File: src/rtl/iwdg_wb_master.sv
// iwdg_wb_master: Wishbone master that configures the IWDG and keeps it refreshed.
// Each state after the first runs exactly one bus access, and a GAP cycle separates consecutive accesses.
module iwdg_wb_master #(
    parameter int          GRL         = 1,
    parameter logic [31:0] BASE_ADR    = 32'h0100_0000,
    parameter int          KICK_PERIOD = 1024,
    parameter int          ACK_TIMEOUT = 16,
    parameter int          MAX_RETRY   = 3
) (
    input  logic         clk_m2s,
    input  logic         rst_m2s,
    input  logic         cfg_start,
    input  logic [2:0]   cfg_pr,
    input  logic [11:0]  cfg_rlr,
    input  logic         kick_req,
    input  logic [31:0]  dat_s2m,
    input  logic         ack_s2m,
    input  logic         err_s2m,
    input  logic         rty_s2m,
    output logic [31:0]  dat_m2s,
    output logic [31:0]  adr_m2s,
    output logic [GRL:0] sel_m2s,
    output logic         cyc_m2s,
    output logic         stb_m2s,
    output logic         we_m2s,
    output logic         lok_m2s,
    output logic         armed,
    output logic         busy,
    output logic         fault,
    output logic [1:0]   st_q
);
    localparam int KW = $clog2(KICK_PERIOD);
    localparam int TW = $clog2(ACK_TIMEOUT);
    localparam int RW = $clog2(MAX_RETRY + 2);

    typedef enum logic [3:0] {IDLE, UNLOCK, WR_PR, WR_RLR, START, ARMED, RELOAD, RD_ST, GAP, FAULT} state_t;

    state_t        state, tgt, n;
    logic          iss, bus;
    logic [2:0]    pr_q;
    logic [11:0]   rlr_q;
    logic [KW-1:0] kcnt;
    logic [TW-1:0] tmo;
    logic [RW-1:0] rcnt;
    logic          unused;

    assign lok_m2s = 1'b0;
    assign unused  = ^dat_s2m[31:2];
    assign bus     = state inside {UNLOCK, WR_PR, WR_RLR, START, RELOAD, RD_ST};

    function automatic logic [31:0] adr_of(input state_t s);
        return BASE_ADR + (s == WR_PR ? 32'h4 : s == WR_RLR ? 32'h8 : s == RD_ST ? 32'hC : 32'h0);
    endfunction

    function automatic logic [31:0] dat_of(input state_t s);
        return s == UNLOCK ? 32'h5555 : s == WR_PR ? {29'd0, pr_q} : s == WR_RLR ? {20'd0, rlr_q} :
               s == START ? 32'hCCCC : s == RELOAD ? 32'hAAAA : 32'h0;
    endfunction

    function automatic state_t next_of(input state_t s);
        return s == UNLOCK ? WR_PR : s == WR_PR ? WR_RLR : s == WR_RLR ? START : s == RELOAD ? RD_ST : ARMED;
    endfunction

    // err > ack > rty; a bus state with cyc low is the one-cycle pause before a retry reissue
    always_comb begin
        n   = state;
        iss = 1'b0;
        if (state == IDLE) begin
            iss = cfg_start;
            n   = cfg_start ? UNLOCK : IDLE;
        end else if (state == ARMED) begin
            iss = kick_req || kcnt == '0;
            n   = iss ? RELOAD : ARMED;
        end else if (state == GAP) begin
            iss = tgt != ARMED;
            n   = tgt;
        end else if (bus) begin
            iss = !cyc_m2s;
            n   = !cyc_m2s ? state : err_s2m ? FAULT : ack_s2m ? GAP :
                  rty_s2m ? (rcnt == RW'(MAX_RETRY) ? FAULT : state) :
                  tmo == TW'(ACK_TIMEOUT - 1) ? FAULT : state;
        end
    end

    always_ff @(posedge clk_m2s or negedge rst_m2s) begin
        if (!rst_m2s) begin
            state   <= IDLE;
            tgt     <= IDLE;
            pr_q    <= '0;
            rlr_q   <= '0;
            kcnt    <= '0;
            tmo     <= '0;
            rcnt    <= '0;
            dat_m2s <= '0;
            adr_m2s <= '0;
            sel_m2s <= '0;
            cyc_m2s <= 1'b0;
            stb_m2s <= 1'b0;
            we_m2s  <= 1'b0;
            armed   <= 1'b0;
            busy    <= 1'b0;
            fault   <= 1'b0;
            st_q    <= '0;
        end else begin
            if (state == IDLE && cfg_start) begin
                pr_q  <= cfg_pr;
                rlr_q <= cfg_rlr;
            end
            if (state == ARMED && !iss)
                kcnt <= kcnt - 1'b1;
            if (state == GAP && tgt == ARMED)
                kcnt <= KW'(KICK_PERIOD - 1);
            if (bus && cyc_m2s && !err_s2m) begin
                if (ack_s2m) begin
                    tgt  <= next_of(state);
                    rcnt <= '0;
                    if (state == RD_ST)
                        st_q <= dat_s2m[1:0];
                end else if (rty_s2m) begin
                    rcnt    <= rcnt + 1'b1;
                    cyc_m2s <= 1'b0;
                    stb_m2s <= 1'b0;
                end else
                    tmo <= tmo + 1'b1;
            end
            if (iss) begin
                cyc_m2s <= 1'b1;
                stb_m2s <= 1'b1;
                adr_m2s <= adr_of(n);
                dat_m2s <= dat_of(n);
                we_m2s  <= n != RD_ST;
                sel_m2s <= '1;
                tmo     <= '0;
            end else if (n == GAP || n == FAULT) begin
                cyc_m2s <= 1'b0;
                stb_m2s <= 1'b0;
            end
            state <= n;
            busy  <= !(n inside {IDLE, ARMED, FAULT});
            armed <= (armed || n == ARMED) && n != FAULT;
            fault <= n == FAULT;
        end
    end
endmodule
File: config.mk
export PLATFORM = sky130hd
export DESIGN_NAME = iwdg_wb_master
export DESIGN_NICKNAME = d
export VERILOG_FILES = /design/src/rtl/iwdg_wb_master.sv
export SDC_FILE = /design/constraint.sdc
export NUM_CORES = 1
export LEC_CHECK = 0
export BUFFER_PORTS_ARGS = -buffer_cell sky130_fd_sc_hd__buf_2
export CAP_MARGIN = 25
export CORE_MARGIN = 2
export CORE_UTILIZATION = 40
export DETAILED_ROUTE_END_ITERATION = 10
export PLACE_DENSITY = 0.71
export SYNTH_ARGS = -nofsm -noshare
export SYNTH_HDL_FRONTEND = slang
export SYNTH_SLANG_ARGS = --single-unit
export TNS_END_PERCENT = 30
File: constraint.sdc
create_clock -name clk_m2s -period 2.7 [get_ports clk_m2s]
set_clock_uncertainty 0.05 [all_clocks]
set_input_delay 0.54 -clock clk_m2s [delete_from_list [all_inputs] [get_ports clk_m2s]]
set_output_delay 0.54 -clock clk_m2s [all_outputs]
set_load 0.01 [all_outputs]
==> results.md <==
- GP Congestion: 0.866
- Sum Neg Setup Slack: 0 ns
- Count of cells resized by post-cts repair: 0
- Filler instances: 809
- Clk slew on worst S/H paths: 0.08 ns
- DR vias: 2,844
- Mapped Cells: 368
- Top-area cell type share of the netlist area: 44.4%
- CP delay by family, top: compound AO/OA/AOI/OAI gates
- Minimum clock period: 2.59 ns
- PortBufs: 52
- Grt ovf: 0
- Yosys reg bits: 65
- H-Tree Depth: 3
- Sink Count: 65
- Die area: 0.00993 mm^2
- Worst path bufs/invs: 1
- Area contributors post-synth: dfrtp_1, buf_4, mux2_2, nor2_1, nand2_1
- RSZ-0062 raised after global routing: yes
- Ys async rst share: 100%
- CP max stage cell: a211oi_2
- Yosys cell types: 59
- Post-synth EDFFs: 0
- Main synth FF type: dfrtp_1
- CP Class: reg -> reg
- Critical Path Max Stage Delay: 0.90 ns
- Worst-path cell chain: nor4_4 -> nand3_1 -> a211oi_2 -> buf_4 -> mux2i_1 -> a21oi_1
- PD cells: 1210 mW/mm^2
- WHS: 0.196 ns
- Per-cell routed wire length: 14.3 um
- Register area share after synthesis: 44.4%
- Area of the multi-input gates: 0.00171 mm^2
- Finish-stage setup viols: 0
- Number of remaining DRC errors: 0
- CP Capture Type: register
- Core box area: 0.00881 mm^2
- Slew Limit Fails: 0
- First-pass GRT wire length: 13,100 um
- Initial Utilization: 41.6%
- Storage cell area: 0.00163 mm^2
- Post-CTS setup repair buffer count: 0
- Crit share post-route: 95.9%
- Hold_buf cts: 0
- Final Hold Viols: 0
- Startpoint types: register
- Syn avg cell area: 9.95 um^2
- GRT Overall Usage: 16.5%
- Worst skew pair latency: 0.34 ns
- Fin util: 47.2%
- Slew headroom: 30.7%
- DRT iter0 DRCs: 148
- Ys Warns: 0
- Yosys top cell by area: dfrtp_1
- Worst vdd ir: 0.000792 V
- # IOs: 129
- WL final: 7760 um
- Die Span Y: 99.7 um
- Status: completed
- Worst slew pin tran: 1.04 ns
- Leakage power: 1.92 nW
- # rows: 34
- Worst-case clock buffer depth: 2
- Root buf cell: clkbuf_8
- Crit-path max FO: 13
- TritonCTS clock tree: built
- Drt via density: 5.24
- Area Growth Syn to Fin: 13.7%
- Initial antenna violation count: 0
- Fmax: 386 MHz
- HPWL after DPL: 5710 um
- CP required: 2.87 ns
- Antenna diode count: 0
- Pin count of the biggest net entering global routing: 33
- CP Data Arrival Time: 2.76 ns
- DR pass1 iterations: 4
- Hold WC Path Type: in -> async
- Die W: 99.7 um
- Vias in the first global route: 2,737
- Antenna Nets Post-Route: 0
- Nets@finish: 488
- Num CTS Buffers: 9
- Syn Std Cell Area: 0.00366 mm^2
- Max-Cap Viols: 0
- Share of cells above drive strength 1: 28.0%
-- final cells by class --
cell class | count | share of cell area, %
clock buffers | 10 | 3.31
clock inverters | 6 | 2.17
inverters | 9 | 0.812
multi-input cells | 272 | 41.0
flip-flops and latches | 65 | 39.1
well taps | 108 | 3.25
repair buffers | 73 | 10.3
-- per-stage QoR --
step / cell area [um^2] / setup WS (ns) / std cells / total power, mW
after floorplan: 3830 / 0.273 / 413 / 3.37
after global placement: 3930 / 0.196 / 527 / 4.02
after detailed placement: 3930 / 0.148 / 527 / 4.08
after CTS: 4160 / 0.114 / 543 / 5.05
final: 4160 / 0.112 / 543 / 5.03
after global routing: 4160 / -0.0906 / 543 / 5.41
-- cell usage after synthesis, types with 4 or more instances --
cell      number
a21oi_1       17
a31oi_1        7
and2_1         5
buf_4         49
clkbuf_1      11
dfrtp_1       65
ha_1           4
inv_1          7
mux2_2        20
mux2i_1       10
nand2_1       27
nand3_1       11
nand3b_1       5
nor2_1        31
nor3_1         5
o211ai_1       6
o21ai_0       20
o22ai_1        4
xor2_1         7
-- power breakdown --
part           switching [mW]  internal, mW
Clock                   0.398         0.548
Combinational            1.42          1.04
Sequential              0.294          1.33
-- final timing paths --
check	start	endpoint	slack, ns	cells after the start
min	rst_m2s	rlr_q[3]$_DFFE_PN0P_	0.20	1
max reg2reg	kcnt[3]$_DFFE_PN0P_	dat_m2s[6]$_DFFE_PN0P_	0.11	6
max in group asynchronous	rst_m2s	rlr_q[2]$_DFFE_PN0P_	1.68	2
min in group clk_m2s	cfg_rlr[3]	rlr_q[3]$_DFFE_PN0P_	0.37	2
max	kcnt[3]$_DFFE_PN0P_	dat_m2s[6]$_DFFE_PN0P_	0.11	6
min reg2reg	dat_m2s[5]$_DFFE_PN0P_	dat_m2s[5]$_DFFE_PN0P_	0.43	2
-- cell usage in the layout, fill, tap and decap left out, drive strengths merged, types with 5 or more instances in the layout --
cell type	synthesis	routed
nor4	8	8
buf	56	73
a21oi	17	17
nor3	5	5
inv	8	9
dfrtp	65	65
xor2	7	7
clkbuf	11	10
mux2i	10	10
mux2	20	20
nand3b	5	5
o21ai	20	20
o211ai	6	6
conb	1	46
and2	6	6
nand2	27	27
a31oi	7	7
nor2	31	31
nand3	11	11
-- cell families after synthesis --
group	Yosys count	synth area share [%]
AO/OA/AOI/OAI	71	12.6
XOR/XNOR	9	2.15
adder cells (fa/ha/maj)	4	1.37
buffers and inverters	76	13.5
flip-flops	65	44.4
multiplexers	30	8.89
other	1	0.102
AND/OR/NAND/NOR	112	16.9
-- flip-flops by register name (all words and copies together), names as in the netlist --
register,flops
rcnt,3
rlr_q,12
adr_m2s,3
dat_m2s,16
busy,1
we_m2s,1
tgt,3
tmo,4
armed,1
st_q,2
pr_q,3
fault,1
kcnt,10
stb_m2s,1
state,4
-- layer usage --
metal	vias up	global-route usage, %	share of wire, %	wire, um
met2	119	26.3	47	3660
met4	0	5.16	1.1	82
met5	-	0	0	0
met3	8	4.57	6.8	531
li1	1324	-	-	-
met1	1393	21.8	45	3480
Power figures use the tool's default switching activity.
